File: src/rtl/cache_pkg.sv
// rtl/cache_pkg.sv - shared types and constants for the cache port arbiter
package cache_pkg;

  typedef enum logic [1:0] {
    IDLE  = 2'd0,
    ISSUE = 2'd1,
    WAIT  = 2'd2
  } state_t;

  localparam logic M_INSTR = 1'b0;
  localparam logic M_DATA  = 1'b1;

  typedef struct packed {
    logic [31:0] addr;
    logic        we;
    logic [3:0]  be;
    logic [31:0] wdata;
  } req_t;

endpackage

File: src/rtl/rr_arb2.sv
// rtl/rr_arb2.sv - combinational 2-way round-robin winner select
module rr_arb2
  import cache_pkg::*;
(
  input  logic [1:0] req,
  input  logic       last,
  output logic       winner,
  output logic       valid
);

  // A lone requester always wins; on a tie the master that did not win last time goes first.
  always_comb begin
    valid  = |req;
    winner = M_INSTR;
    if (req == 2'b11) begin
      winner = ~last;
    end else if (req[1]) begin
      winner = M_DATA;
    end
  end

endmodule

File: src/rtl/cache_port_arbiter.sv
// rtl/cache_port_arbiter.sv - shares the cache core port between instruction fetch and LSU
module cache_port_arbiter
  import cache_pkg::*;
#(
  parameter int TIMEOUT_CYCLES = 64,
  parameter int CNT_W          = 8
) (
  input  logic        clk,
  input  logic        reset,
  input  logic        m0_req_i,
  input  logic [31:0] m0_addr_i,
  input  logic        m0_we_i,
  input  logic [3:0]  m0_be_i,
  input  logic [31:0] m0_wdata_i,
  output logic        m0_gnt_o,
  output logic        m0_rvalid_o,
  output logic [31:0] m0_rdata_o,
  output logic        m0_error_o,
  input  logic        m1_req_i,
  input  logic [31:0] m1_addr_i,
  input  logic        m1_we_i,
  input  logic [3:0]  m1_be_i,
  input  logic [31:0] m1_wdata_i,
  output logic        m1_gnt_o,
  output logic        m1_rvalid_o,
  output logic [31:0] m1_rdata_o,
  output logic        m1_error_o,
  output logic        s_req_o,
  output logic [31:0] s_addr_o,
  output logic        s_we_o,
  output logic [3:0]  s_be_o,
  output logic [31:0] s_wdata_o,
  input  logic        s_gnt_i,
  input  logic        s_rvalid_i,
  input  logic [31:0] s_rdata_i,
  input  logic        s_error_i,
  output logic        busy_o
);

  state_t           state;
  logic             owner;
  logic             last;
  req_t             lat;
  logic [CNT_W-1:0] count;

  logic             win;
  logic             win_valid;
  logic             grant;
  req_t             cand;
  logic             tmo_hit;
  logic             resp_valid;
  logic [31:0]      resp_data;
  logic             resp_err;

  rr_arb2 u_arb (
    .req    ({m1_req_i, m0_req_i}),
    .last   (last),
    .winner (win),
    .valid  (win_valid)
  );

  // Grant is only offered from IDLE, which also keeps it low while reset is held.
  always_comb begin
    grant    = (state == IDLE) && win_valid && !reset;
    m0_gnt_o = grant && (win == M_INSTR);
    m1_gnt_o = grant && (win == M_DATA);
    if (win == M_DATA) cand = '{addr: m1_addr_i, we: m1_we_i, be: m1_be_i, wdata: m1_wdata_i};
    else               cand = '{addr: m0_addr_i, we: m0_we_i, be: m0_be_i, wdata: m0_wdata_i};
  end

  // Response path: a real cache response wins over the watchdog; only the owner ever sees it.
  always_comb begin
    tmo_hit     = (TIMEOUT_CYCLES != 0) && (count == CNT_W'(TIMEOUT_CYCLES - 1));
    resp_valid  = (state == WAIT) && (s_rvalid_i || tmo_hit);
    resp_data   = s_rvalid_i ? s_rdata_i : 32'h0;
    resp_err    = s_rvalid_i ? s_error_i : 1'b1;
    m0_rvalid_o = resp_valid && (owner == M_INSTR);
    m1_rvalid_o = resp_valid && (owner == M_DATA);
    m0_rdata_o  = m0_rvalid_o ? resp_data : 32'h0;
    m1_rdata_o  = m1_rvalid_o ? resp_data : 32'h0;
    m0_error_o  = m0_rvalid_o && resp_err;
    m1_error_o  = m1_rvalid_o && resp_err;
  end

  assign s_req_o   = (state == ISSUE);
  assign s_addr_o  = lat.addr;
  assign s_we_o    = lat.we;
  assign s_be_o    = lat.be;
  assign s_wdata_o = lat.wdata;
  assign busy_o    = (state != IDLE);

  // Transaction FSM: latch winner, present to cache, wait for response or watchdog expiry.
  always_ff @(posedge clk or posedge reset) begin
    if (reset) begin
      state <= IDLE;
      owner <= M_INSTR;
      last  <= M_DATA;
      lat   <= '0;
      count <= '0;
    end else begin
      case (state)
        IDLE: begin
          if (win_valid) begin
            lat   <= cand;
            owner <= win;
            last  <= win;
            state <= ISSUE;
          end
        end
        ISSUE: begin
          if (s_gnt_i) begin
            count <= '0;
            state <= WAIT;
          end
        end
        WAIT: begin
          count <= count + 1'b1;
          if (resp_valid) state <= IDLE;
        end
        default: state <= IDLE;
      endcase
    end
  end

endmodule

File: config.mk
export PLATFORM = sky130hd
export DESIGN_NAME = cache_port_arbiter
export DESIGN_NICKNAME = d
export VERILOG_FILES = /design/src/rtl/cache_pkg.sv /design/src/rtl/rr_arb2.sv /design/src/rtl/cache_port_arbiter.sv
export SDC_FILE = /design/constraint.sdc
export NUM_CORES = 1
export LEC_CHECK = 0
export CORE_AREA = 2 2 124 126
export DETAILED_ROUTE_END_ITERATION = 7
export DIE_AREA = 0 0 126 128
export HOLD_SLACK_MARGIN = 0.03
export PLACE_DENSITY = 0.73
export SLEW_MARGIN = 5
export SYNTH_ARGS = -nofsm -noshare
export SYNTH_HDL_FRONTEND = slang
export SYNTH_SLANG_ARGS = --single-unit
File: constraint.sdc
create_clock -name clk -period 5.1 [get_ports clk]
set_clock_uncertainty 0.2 [all_clocks]
set_input_delay 0.51 -clock clk [delete_from_list [all_inputs] [get_ports clk]]
set_output_delay 0.51 -clock clk [all_outputs]
set_load 0.005 [all_outputs]
## After elaboration in Yosys (flattened, before gate mapping)

Cells that the tools add are included.

- Flip-flop bits (word level): 81
- Output and inout bits: 141
- Bits of input ports: 177
- Word-level logic and storage cells: 50

- Bitwise logic cells: 3
- Equality and inequality tests: 7
- $add $sub $neg: 1
- Reductions and logical operators: 18
- Mux-type cells: 13

Operators with widths:

| operator | count |
|---|---|
| 32-bit 2-to-1 mux | 3 |
| 69-bit 2-to-1 mux | 1 |
| 8-bit case mux with 2 select lines | 1 |
| 1-bit logical AND | 9 |
| 8-bit by 1-bit adder with 8-bit output (second input constant) | 1 |
| 8-bit by 6-bit equality test with 1-bit output (second input constant) | 1 |
| 8-bit 2-to-1 mux | 1 |
| 2-bit 2-to-1 mux | 3 |
| 2-bit case mux with 3 select lines | 1 |
| 2-bit equality test (second input constant) | 2 |
| 2-bit inequality test (second input constant) | 2 |
| 2-bit AND reduction | 2 |
| 2-bit nonzero test | 2 |
| 1-bit 2-to-1 mux | 3 |
| 1-bit NOT | 3 |
| 3-bit AND reduction | 1 |
| 2-bit by 1-bit equality test with 1-bit output (second input constant) | 1 |
| 2-bit logical NOT | 1 |
| 2-bit by 1-bit inequality test with 1-bit output (second input constant) | 1 |
| 2-bit OR reduction | 1 |
| 1-bit logical NOT | 1 |
| 1-bit logical OR | 1 |

## Logic depth before layout (Yosys ltp)

Gate-level depths: netlist of the first run.

- Depth in word-level cells: 5
- Depth in mapped cells: 5
- Mapped depth without buffers: 4

## Cells and area by module

From an unflattened synthesis of the first run, not the netlist that was laid out.

- Cell total of the unflattened synthesis: 443
- Area, all modules: 4261.6 um^2

Modules (own cells, without submodules):

| module | area each (um^2) | cells an instance | instances | seq. area each (um^2) |
|---|---|---|---|---|
| cache_port_arbiter | 4247.8 | 441 | 1 | 2028.2 |
| rr_arb2 | 13.8 | 2 | 1 | 0.0 |

## Worst setup path before layout of the first run

OpenSTA, ideal clock, no wires.

- Kind: register to output
- Start: reg state[0]
- End: out m1_rdata_o[10]
- Arrival time: 1.272 ns
- Path slack: 3.118 ns
- Cell stages (with the launch flop): 5
- Buffers on the path: 1
- Required time: 4.390 ns
- Path through: dfrtp_1 > and2b_1 > and3_1 > clkbuf_1 > and2_1

- Word-level cells in the longest chain between the ends: 4

RTL lines:

| item | line | source |
|---|---|---|
| from (decl) | cache_port_arbiter.sv:40 | `state_t state;` |
| from (signal assigned) | cache_port_arbiter.sv:95 | `state <= IDLE;` |
| from (signal assigned) | cache_port_arbiter.sv:107 | `state <= ISSUE;` |
| from (signal assigned) | cache_port_arbiter.sv:113 | `state <= WAIT;` |
| 2-bit equality test | cache_port_arbiter.sv:74 | `resp_valid = (state == WAIT) && (s_rvalid_i \|\| tmo_hit);` |
| 1-bit logical AND | cache_port_arbiter.sv:74 |  |
| 1-bit logical AND | cache_port_arbiter.sv:78 | `m1_rvalid_o = resp_valid && (owner == M_DATA);` |
| 32-bit 2-to-1 mux | cache_port_arbiter.sv:80 | `m1_rdata_o = m1_rvalid_o ? resp_data : 32'h0;` |
| to (decl) | cache_port_arbiter.sv:26 | `output logic [31:0] m1_rdata_o,` |

No other way between the ends.

## Final worst setup path of the first run

- Start: reg state[0]
- End: out m0_rdata_o[8]

- Word-level cells in the longest chain between the ends: 4

RTL lines:

| item | line | source |
|---|---|---|
| 2-bit equality test | cache_port_arbiter.sv:74 |  |
| 1-bit logical AND | cache_port_arbiter.sv:74 |  |
| 1-bit logical AND | cache_port_arbiter.sv:77 | `m0_rvalid_o = resp_valid && (owner == M_INSTR);` |
| 32-bit 2-to-1 mux | cache_port_arbiter.sv:79 | `m0_rdata_o = m0_rvalid_o ? resp_data : 32'h0;` |
| to (decl) | cache_port_arbiter.sv:17 | `output logic [31:0] m0_rdata_o,` |

No other way between the ends.

==> summary.md, run 1 <==
### STA
* 0.299 ns — final hold slack
* 0 ns — final-layout setup total negative slack
* 3.34 ns — post-layout min period
* no — RSZ-0062 raised after global routing
* 0 — count of endpoints failing setup in the final report
* 0.300 GHz — maximum operating frequency
* 0.799 ns — worst slew pin tran
* 46.5% — Max transition margin
* 0 — total count of max-transition violations in the final report
* 65.4% — Period Utilization, post-route
* 0 — count of final hold-check violations

### Worst setup path
* nor3_4 — master of the slowest instance on the critical path
* register — Worst Setup Start Kind
* 4.39 ns — worst endpoint required time
* 2.63 ns — data arrival time of the worst path
* output port — element type at the critical path end
* register to output port — type of the setup path with the least slack
* 1 — total buffers and inverters traversed by the critical path
* simple AND/OR/NAND/NOR gates — family with the most delay on the worst path
* 0.72 ns — stage delay of the slowest cell on the critical path
* 32 — Max Fanout on Critical Path
* nand2b_1 -> nor3_4 -> and2_1 -> clkdlybuf4s50_1 — cell breakdown of the critical path

### Place
* 317 — Port Buffer Count
* 13.0 mm — detailed placer's ending HPWL
* 0.911 — final estimated routing congestion in global placement

### Synthesis
* dfrtp_1 — predominant post-synthesis flop cell
* 81 — number of register bits inferred by synthesis
* 47.9% — sequential element share of the synthesized area
* 39 — number of different library cells in the post-synthesis netlist
* dfrtp_1 — leading cell type by number of instances after synthesis
* 11.0 sq um — average instance area after synthesis
* dfrtp_1, and2_1, a21boi_0, a221o_1 — most used standard cells in the synthesized netlist
* 564 — Synthesized Nets
* 386 — cell count after synthesis
* 47.3% — post-synth top area share
* dfrtp_1 — Synth area leader
* dfrtp_1, and2_1, o221a_2 — biggest area contributors in the synthesized netlist
* 100% — share of async-settable or async-resettable flops after synthesis
* 0 — Post-synth EDFFs
* 0 — Synth Warn #
* 0.00423 sq mm — post-synth design cell area

### Global routing
* met2 — layer with the highest usage after global routing
* 24.2% — fraction of met1 tracks used by global routing
* 8 — number of antenna violations at the first check in global routing
* 35.0% — Global Route met2 Usage
* 8.47% — met3 Track Usage GR
* 26.4 mm — global-route wire length before repair
* 4681 — number of global-route vias before repair
* 21.0% — overall global routing resource usage
* 0 — GRT overflow
* 74 — largest net degree at the start of global routing

### Floorplanning
* 0.0161 sq mm — die area
* 45 — standard-cell rows
* 126 um — Die Wd
* 28.5% — effective utilization at floorplan
* 128 um — height of the die
* 318 — Boundary Pins
* 0.0149 sq mm — core area

### Clock network
* 0 — CTS hold repair buffers
* clkbuf_16 — Root Buffer
* 0 — postcts setup bufs
* 9 — number of buffers created by CTS
* 0.06 ns — clk slew on worst S/H paths
* yes — TritonCTS clock tree
* 3 — maximum level of the CTS H-tree
* 81 — number of sinks handled by clock tree synthesis
* 2 — number of buffers between clock root and the deepest sink
* 0.34 ns — clock latency on the worst-skew pair
* 0 — number of resized instances in the post-cts repair step

### Drt
* 5.17 — vias per cell
* 270 — iteration-0 DRC count of the detailed router
* 4549 — vias
* 17.3 mm — overall routed net length
* 0 — Post-DRT Antenna Nets
* 0 — DRC Markers
* 19.7 um — average routed wire per standard cell
* 4 — drt pass-1 iters

### Power
* 3.15 nW — total leakage power
* 466 mW/mm^2 — Power Density
* 0.298 mV — peak supply drop

### Layout
* 53.0% — fraction of the core area covered by cells at the end of the flow
* 1313 — number of filler instances in the final layout
* 85.9% — area added between synthesis and finish
* 8.88% — share of post-route cells with drive strength above 1
* 0.00204 sq mm — Multi-input gate area
* 0.00203 sq mm — register area
* 860 — post-layout net count

### Outcome
* finished, final reports clean — run status

### Min path
* register to register — class of the worst hold path

### Flow run
* 0 — MaxCap Viol Count

sequential cells by signal, summed over array words and instances (netlist names):
signal	flops
s_we_o	1
state	2
s_addr_o	32
count	8
owner	1
s_wdata_o	32
last	1
s_be_o	4
worst paths after layout:
check,startpoint,end,slack [ns],depth (start not counted)
hold reg to reg,count[7],count[7],0.30,1
hold / removal,count[7],count[7],0.30,1
min in group asynchronous,reset,s_addr_o[27],0.42,2
setup reg to reg,state[0],s_wdata_o[27],2.62,5
setup / recovery,state[0],m0_rdata_o[8],1.76,4
max in group asynchronous,reset,last,3.24,3
metal layers:
metal	share of wire [%]	wire length [um]
met1	38	6520
met5	0.24	42
met3	10	1810
met2	49	8460
met4	2.9	509
layout by cell type, fill, tap and decap left out, types with 2 or more instances in the layout:
| cell | count |
|---|---|
| diode_2 | 5 |
| bufinv_16 | 2 |
| nand2_1 | 5 |
| inv_1 | 5 |
| a21oi_1 | 4 |
| a21o_1 | 33 |
| o221a_2 | 33 |
| nand3_1 | 8 |
| a221o_1 | 36 |
| clkdlybuf4s50_1 | 317 |
| dfrtp_1 | 80 |
| clkinvlp_4 | 2 |
| buf_4 | 5 |
| and3_1 | 4 |
| o21ai_0 | 4 |
| a21boi_0 | 36 |
| o211ai_1 | 2 |
| clkbuf_16 | 9 |
| nand3_2 | 2 |
| nor3_1 | 2 |
| a22o_1 | 2 |
| and2_1 | 65 |
| inv_6 | 2 |
| nand2b_1 | 2 |
| nor2_1 | 6 |
metrics by stage:
stage	setup WS (ns)	area [sq um]	std cells	power [mW]
2_1_floorplan	2.31	4230	386	1.97
3_3_place_gp	1.67	7530	859	2.91
3_5_place_dp	1.52	7530	859	2.95
4_1_cts	1.41	7850	875	3.70
5_1_grt	1.52	7870	877	3.89
6_report	1.76	7870	880	3.67
logic make-up (layout without fill, tap and decap cells):
| family | after synthesis | in the layout | share of synthesized area (%) |
|---|---|---|---|
| compound gates | 154 | 154 | 32.0 |
| xor+xnor | 1 | 1 | 0.207 |
| fa+ha+maj | 1 | 1 | 0.295 |
| buf+inv | 43 | 344 | 4.40 |
| flops | 81 | 81 | 47.9 |
| mux | 1 | 1 | 0.236 |
| other cells | 0 | 5 | 0 |
| simple gates | 105 | 105 | 15.0 |
power breakdown:
part	switching (mW)	leakage, nW	internal [mW]
Sequential	0.190	0.961	0.938
Combinational	0.709	2.03	1.12
Clock	0.278	0.153	0.433
cell type report:
class                   count  area share [%]
multi-input cells         262            25.9
repair buffers            322            40.8
well taps                 188            2.99
clock inverters             7            1.29
flip-flops and latches     81            25.8
clock buffers               9            2.86
diodes                      5           0.159
inverters                   6           0.302
No activity file was read; power rests on OpenSTA's default activity.
==> run 2: changes to the inputs <==
PLACE_DENSITY = 0.76   (was 0.73)
clock period = 2.96 ns   (was 5.1 ns; I/O delays follow)
==> run 2 against run 1 <==
  * Hold slack lost 0.13 ns
  * Non-clock buffer count increased by 6
  * Wire length fell by 0.37%
  * Global-route usage barely moved
  * Critical path depth up 1
  * Sequential share of layout area fell by 0.28 points
  * Power up 75%
  * Combinational power is 74% higher
  * Cell count rose by 0.80%
  * Largest power group unchanged
  * Register-to-register slack got worse by 1.6 ns
==> summary.md, run 2 (synthesis gave the netlist of run 1 again) <==
### Outcome
* finished, final reports clean — run status

### Worst setup path
* 5 — total number of cells along the worst setup path
* 4 — length in cells of the worst reg-to-reg path
* 2 — total buffers and inverters traversed by the critical path
* 2.46 ns — worst endpoint required time
* m0_rdata_o[21] — last element of the critical path
* register — Worst Setup Start Kind
* 0.50 ns — stage delay of the slowest cell on the critical path
* 32 — Max Fanout on Critical Path
* 0.99 ns — slack of the worst reg-to-reg path
* 2.31 ns — data arrival time of the worst path
* state[0] — Critical Path Source
* s_addr_o[11] — destination of the worst register-to-register timing path
* register to output port — type of the setup path with the least slack
* state[0] — beginning of the worst register-to-register path
* output port — element type at the critical path end
* buffers and inverters — family with the most delay on the worst path
* nand2b_1 -> nor3_2 -> buf_4 -> and2_1 -> clkdlybuf4s50_1 — cell breakdown of the critical path
* clkdlybuf4s50_1 — master of the slowest instance on the critical path

### STA
* 94.7% — Period Utilization, post-route
* 0.846 ns — worst slew pin tran
* 2.80 ns — post-layout min period
* 0 — count of endpoints failing setup in the final report
* 0 — count of final hold-check violations
* 0 ns — final-layout setup total negative slack
* 43.6% — Max transition margin
* no — RSZ-0062 raised after global routing
* 0 — total count of max-transition violations in the final report
* 0.357 GHz — maximum operating frequency

### Place
* 13.4 mm — detailed placer's ending HPWL
* 0.00760 sq mm — instance area after placement
* 317 — Port Buffer Count
* 0.860 — final estimated routing congestion in global placement

### Global routing
* 9 — number of antenna violations at the first check in global routing
* 4744 — number of global-route vias before repair
* 21.0% — overall global routing resource usage
* 54 — largest net degree at the start of global routing
* 0 — GRT overflow
* 26.2 mm — global-route wire length before repair

### Clock network
* 81 — number of sinks handled by clock tree synthesis
* 3 — maximum level of the CTS H-tree
* 9 — number of buffers created by CTS
* 0.06 ns — clk slew on worst S/H paths
* 0 — CTS hold repair buffers
* 0 — number of resized instances in the post-cts repair step
* 2 — number of buffers between clock root and the deepest sink
* 0 — postcts setup bufs
* clkbuf_16 — Root Buffer
* 0.34 ns — clock latency on the worst-skew pair
* yes — TritonCTS clock tree

### Layout
* 9.81% — share of post-route cells with drive strength above 1
* 1283 — number of filler instances in the final layout
* 0.00203 sq mm — Multi-input gate area
* clkdlybuf4s50_1, dfrtp_1, and2_1 — leading cell types in the layout, fill and taps excluded
* 866 — post-layout net count
* 0.00203 sq mm — register area
* 87.9% — area added between synthesis and finish
* clkdlybuf4s50_1 — most common cell after layout, fill and taps aside
* 0.00796 sq mm — post-route cell area

### Power
* 0.444 mV — peak supply drop
* 3.19 nW — total leakage power
* 805 mW/mm^2 — Power Density

### Drt
* 19.5 um — average routed wire per standard cell
* 17.3 mm — overall routed net length
* 237 — iteration-0 DRC count of the detailed router
* 0 — Post-DRT Antenna Nets
* 0 — DRC Markers
* 4522 — vias
* 5.10 — vias per cell
* 4 — drt pass-1 iters

### Flow run
* 0 — MaxCap Viol Count

### Floorplanning
* 0.0161 sq mm — die area
* 318 — Boundary Pins
* 126 um — Die Wd
* 0.0149 sq mm — core area
* 28.5% — effective utilization at floorplan
* 128 um — height of the die
* 45 — standard-cell rows

### Min path
* primary input to async pin — class of the worst hold path

[run 2: changes by cell type in the layout (fill, tap and decap cells not counted), sizes merged]
cell	before	now
buf	5	11
bufinv	2	3
clkinv	2	3
diode	5	6
inv	7	5
[run 2: worst min path at each step]
| stage | startpoint | end | cells past startpoint |
|---|---|---|---|
| floorplan | s_gnt_i | state[1] | 1 |
| global placement | count[7] | count[7] | 1 |
| detailed placement | count[7] | count[7] | 1 |
| CTS | reset | s_addr_o[27] | 2 |
| global route | reset | s_addr_o[21] | 2 |
| finish | reset | s_addr_o[21] | 2 |
[run 2: metal layers]
layer / wire, um / track usage (%) / up-vias / share of wire [%]
li1: - / - / 2078 / -
met1: 6340 / 22.6 / 2163 / 37
met2: 8580 / 36.2 / 241 / 50
met3: 1930 / 9.35 / 34 / 11
met4: 378 / 7.89 / 6 / 2.2
met5: 45 / 0 / - / 0.26
[run 2: area by class of cell]
class / instances / share of cell area [%]
Sequential cell: 81 / 25.5
Inverter: 6 / 0.299
Clock buffer: 9 / 2.83
Multi-Input combinational cell: 262 / 25.5
Antenna cell: 6 / 0.189
Clock inverter: 7 / 1.49
Timing Repair Buffer: 328 / 41.2
Tap cell: 188 / 2.96
[run 2: per-stage QoR]
| step | util [%] | instances | worst slack (ns) | power, mW | hold WS [ns] |
|---|---|---|---|---|---|
| floorplan | - | 386 | 0.386 | 3.40 | 0.236 |
| global placement | 51.1 | 865 | 0.439 | 5.04 | 0.275 |
| detailed placement | 51.1 | 865 | 0.382 | 5.13 | 0.285 |
| CTS | 53.4 | 881 | 0.0293 | 6.47 | 0.179 |
| global route | 53.5 | 882 | 0.0183 | 6.79 | 0.219 |
| finish | 53.5 | 887 | 0.157 | 6.41 | 0.167 |
[run 2: where the power goes]
part	switching, mW	internal, mW	total, mW
clock	0.473	0.824	1.30
combinational	1.22	1.96	3.18
sequential	0.311	1.62	1.93
==> variant 1: new RTL, config.mk and constraints of run 2 <==
`CNT_W`: 8 -> 6.
--- a/src/rtl/cache_port_arbiter.sv
+++ b/src/rtl/cache_port_arbiter.sv
@@ -3,7 +3,7 @@
   import cache_pkg::*;
 #(
   parameter int TIMEOUT_CYCLES = 64,
-  parameter int CNT_W          = 8
+  parameter int CNT_W          = 6
 ) (
   input  logic        clk,
   input  logic        reset,
Behaviour: same outputs for any inputs over 10 cycles, from zero or initial values and one cycle with reset high; that may be too few to reach the edited logic, so the function may still have changed.
==> variant 1 against run 2 <==
  * Worst setup slack better by 36 ps
  * Design area down 2.1%
  * Clock power fell by 17%
  * Total power decreased by 5.9%
  * Wire length shrank 1.2%
  * Area after synthesis is 0.89% lower
  * Sequential cell count decreased by 2
  * Cell count grew 13%
==> variant 1: results (changes against run 2) <==
status=complete, no violations; layout cell share with drive strength beyond 1=0.0382 (-0.0599); initial drt markers=228 (-3.8%); global-route wire length before repair=26400 microns (+1.1%); Synth Net Count=695 (+23%); number of fill cells in the layout=1439 (+12%); post-DP HPWL=12400 microns (-7.6%); initial antenna violation count=2 (-7); Peak VDD IR=0.370 mV (-17%); Lkg Pwr=0.00315 uW (-1.2%); Worst-Margin Slew=805 ps (-41.0 ps); gp weighted congestion=0.854 (-0.66%); post-cts sizing count=0 (unchanged); Synth cell types=33 (-15%); Synth area leaders=dfrtp_1, nand2_1, a31oi_1, and2_1, a21oi_1; switching part of the total=0.351 (+0.0383); final WL=17100 microns (-1.2%); post-synthesis register bit count=79 (-2.5%); Post-synth top cells=nand2_1, dfrtp_1, a21oi_1; Syn Inst Count=517 (+34%); mean routed wirelength per cell=17.0 microns (-12%); TritonCTS Buffers=9 (unchanged); worst r2r path cells=3 (-1); gr usage total=0.209 (-0.000526); vias in the first global route=4698 (-0.97%); post-synthesis sequential area ratio=0.471 (-0.00764); WP data arrival=2270 ps (-40 ps); pin count of the biggest net entering global routing=71 (+31%); Via Count=4870 (+7.7%); Nets=987 (+14%)
[variant 1: cell types whose count changed after synthesis, moves of 8 or more]
cell / delta
a21o_1: -33
buf_2: -8
nand2_1: +140
a31oi_1: +70
o221a_2: -33
a21boi_0: -36
a21oi_1: +68
a221o_1: -36
clkbuf_1: +15
[variant 1: area by class of cell]
| cell class | count | area share |
|---|---|---|
| diodes | 1 | 0.000321 |
| clock buffers | 14 | 0.0364 |
| inverters | 3 | 0.00161 |
| multi-input cells | 389 | 0.259 |
| flip-flops and latches | 79 | 0.254 |
| well taps | 188 | 0.0302 |
| repair buffers | 327 | 0.418 |
[variant 1: per-layer routing]
| metal | up-vias | track usage | routed length, microns |
|---|---|---|---|
| met2 | 244 | 0.355 | 8310 |
| met4 | 2 | 0.0931 | 557 |
| met5 | - | 0 | 8 |
| met3 | 36 | 0.0639 | 1490 |
| met1 | 2236 | 0.244 | 6690 |
| li1 | 2352 | - | - |
[variant 1: metrics by stage]
stage | cell area, sq um | hold slack (ps) | worst slack [ps] | utilization
after floorplan | 4200 | 159 | 442 | -
after global placement | 7510 | 285 | 551 | 0.505
after detailed placement | 7510 | 292 | 515 | 0.505
after CTS | 7790 | 137 | 178 | 0.524
after global routing | 7790 | 168 | 71.6 | 0.524
final | 7790 | 129 | 193 | 0.524
[variant 1: worst paths after layout]
path | from | end | slack (ps)
worst max-delay path | state[0]$_DFFE_PP0P_ | m1_rdata_o[14] | 190
worst min-delay path | reset | owner$_DFFE_PP0N_ | 130
worst max register to register | state[0]$_DFFE_PP0P_ | s_wdata_o[19]$_DFFE_PP0N_ | 740
worst min register to register | count[5]$_DFFE_PP0P_ | count[5]$_DFFE_PP0P_ | 310
max in group asynchronous | reset | last$_DFFE_PP1N_ | 1850
min in group clk | m0_addr_i[20] | s_addr_o[20]$_DFFE_PP0N_ | 310
[variant 1: critical path, stage by stage (launching register included)]
cell and delay [ps]:
dfrtp_1 430, and2b_1 360, and3_1 190, buf_4 240, and2_1 190, clkdlybuf4s50_1 510
[variant 1: power groups by stage]
| stage | combinational [uW] | clock [uW] | sequential (uW) |
|---|---|---|---|
| 6_report | 3010 | 1080 | 1950 |
| 5_1_grt | 3300 | 1150 | 2020 |
| 4_1_cts | 3040 | 1110 | 1950 |
| 3_5_place_dp | 3040 | 0 | 1950 |
| 3_3_place_gp | 3010 | 0 | 1930 |
| 2_1_floorplan | 1280 | 0 | 1950 |
[variant 1: kinds of logic after synthesis]
group / count (synthesis) / synth area share
and+or+nand+nor: 234 / 0.260
buffers and inverters: 49 / 0.0519
adders and majority gates: 1 / 0.00298
muxes: 1 / 0.00239
AOI/OAI and AO/OA: 153 / 0.211
DFF: 79 / 0.471
==> variant 2: new RTL, flow settings as in run 2 <==
Without the edit above. The 3 states of `state_t` get a one-hot encoding in 3 bits.
--- a/src/rtl/cache_pkg.sv
+++ b/src/rtl/cache_pkg.sv
@@ -1,10 +1,10 @@
 // rtl/cache_pkg.sv - shared types and constants for the cache port arbiter
 package cache_pkg;
 
-  typedef enum logic [1:0] {
-    IDLE  = 2'd0,
-    ISSUE = 2'd1,
-    WAIT  = 2'd2
+  typedef enum logic [2:0] {
+    IDLE  = 3'b001,
+    ISSUE = 3'b010,
+    WAIT  = 3'b100
   } state_t;
 
   localparam logic M_INSTR = 1'b0;
Function: no difference found for any inputs over 10 cycles, from zero or initial values and one cycle with reset high; not proved beyond that.
==> variant 2 against run 2 <==
  * Area after synthesis grew 2.2%
  * Sequential power grew 5%
  * Synthesized cell count grew 1.3%
  * Clock power shrank 6%
  * Combinational power shrank 3%
  * Worst setup slack lost 110 ps
  * Total power shrank 0.97%
  * Global-route usage shrank 1.4 points
  * Largest cell class unchanged
  * Design area grew 0.85%
  * Wire length shrank 4.9%
  * Sequential cell count grew 1
==> variant 2: results (changes against run 2) <==
Clk Latency, worst-skew pair=between 300 and 400 ps; gr usage total=0.195 (-0.0145); FF-to-FF setup slack=610 ps (-380 ps); global-route wire length before repair=24900 microns (-4.8%); crit path from=state[1]$_DFFE_PP0P_; worst hold slack=194 ps (+27.3 ps); WP data arrival=2410 ps (+100 ps); Synth warnings=0 (unchanged); Post-synth top cells=dfrtp_1, and2_1, a21boi_0, a221o_1; Synth area leaders=dfrtp_1, and2_1, o221a_2, a221o_1, a21boi_0; clock transition at the registers of the reported paths=60 ps (about the same); status=complete, no violations; post-synthesis sequential area ratio=0.475 (-0.00445); area of placed instances=7670 sq um (+0.99%); Lkg Pwr=0.00329 uW (+3.2%); CTS H-Tree Depth=3 (unchanged); max incr delay on CP=490 ps; Synth async-reset ratio=1.00 (unchanged); Synth cell types=39 (unchanged); initial drt markers=226 (-4.6%); vias in the first global route=4681 (-1.3%); RR Startpoint=state[0]$_DFFE_PP1P_; gp weighted congestion=0.845 (-1.7%); pin count of the biggest net entering global routing=52 (-3.7%); Crit-path slowest cell=or3b_4; post-DP HPWL=12500 microns (-6.3%); crit-path max FO=16 (-50%); reg-to-reg endpoint=s_wdata_o[29]$_DFFE_PP0P_; initial antenna violation count=2 (-7); PortBufs=317 (unchanged); Antenna Cells=0 (-6); Nets=873 (+0.81%); worst r2r path cells=5 (+1); pre-CTS setup slack=406 ps (+23.7 ps); Row Count=45 (unchanged); crit-path leading delay family=simple AND/OR/NAND/NOR gates; vias per inst=5.11 (+0.33%); Synth Net Count=569 (+0.89%); CTS max path bufs=2 (unchanged); Rel. slew slack=0.447 (+0.0108); layout cell share with drive strength beyond 1=0.109 (+0.0104); drt pass-1 iters=5 (+1); TritonCTS Buffers=9 (unchanged); mean routed wirelength per cell=18.5 microns (-5.0%); Peak VDD IR=0.416 mV (-6.2%)
## variant 2: cell types whose count changed after synthesis, sizes merged, moves of 3 or more
cell / change
inv: -4
buf: +4
nand2: +4
o21ai: -3
nor3b: +3
clkbuf: -3
## variant 2: stage by stage
stage	TNS [ps]	total power [uW]	std cells	utilization
floorplan	0	3480	391	-
global placement	0	5040	871	0.516
detailed placement	0	5130	871	0.516
CTS	0	6390	887	0.538
global route	-277	6740	888	0.540
finish	0	6340	888	0.540
## variant 2: kinds of logic (layout without fill, tap and decap cells)
kind of cell             Yosys count  after routing  share of synthesized area
flip-flops                        82             82                      0.475
AO/OA/AOI/OAI                    152            152                      0.310
multiplexers                       3              3                    0.00694
adder cells (fa/ha/maj)            1              1                    0.00289
buffers and inverters             40            349                     0.0439
AND/OR/NAND/NOR                  113            113                      0.162
## variant 2: routing by layer
| layer | share of wire | up-vias | global-route usage |
|---|---|---|---|
| met5 | 0.0012 | - | 0 |
| met4 | 0.021 | 2 | 0.0621 |
| met3 | 0.083 | 28 | 0.0630 |
| met2 | 0.52 | 227 | 0.353 |
| met1 | 0.37 | 2192 | 0.218 |
| li1 | - | 2093 | - |
## variant 2: worst max path at each step
stage	endpoint	slack, ps	depth (start not counted)
floorplan	count[0]$_DFFE_PP0P_	360	1
global placement	m0_rdata_o[21]	470	5
detailed placement	m0_rdata_o[20]	410	5
CTS	m0_rdata_o[20]	40	5
global route	m0_rdata_o[8]	-20	5
finish	m0_rdata_o[0]	50	5
## variant 2: worst register-to-register path, cell delays in order, from the launching register on
cell and delay, ps:
dfstp_2 580, nor3b_4 360, buf_4 320, and3_1 190, buf_4 380, a221o_1 260
## variant 2: final cells by class
cell class,instances,area [sq um]
Tap cell,188,235
Multi-Input combinational cell,269,2100
Timing Repair Buffer,331,3300
Sequential cell,82,2060
Fill cell,1265,6840
Inverter,2,8.76
Clock inverter,7,100
Clock buffer,9,225
## variant 2: what timing repair did
action / 4_1_cts / 5_1_grt
buffers inserted: 0 / 0
setup endpoints to repair: 0 / 33
resized for setup: 0 / 8
## variant 2: power by group
part | switching (uW) | total [uW] | internal [uW]
clock network | 472 | 1220 | 746
registers | 359 | 2030 | 1670
logic | 1180 | 3090 | 1910
total | 2010 | 6340 | 4330
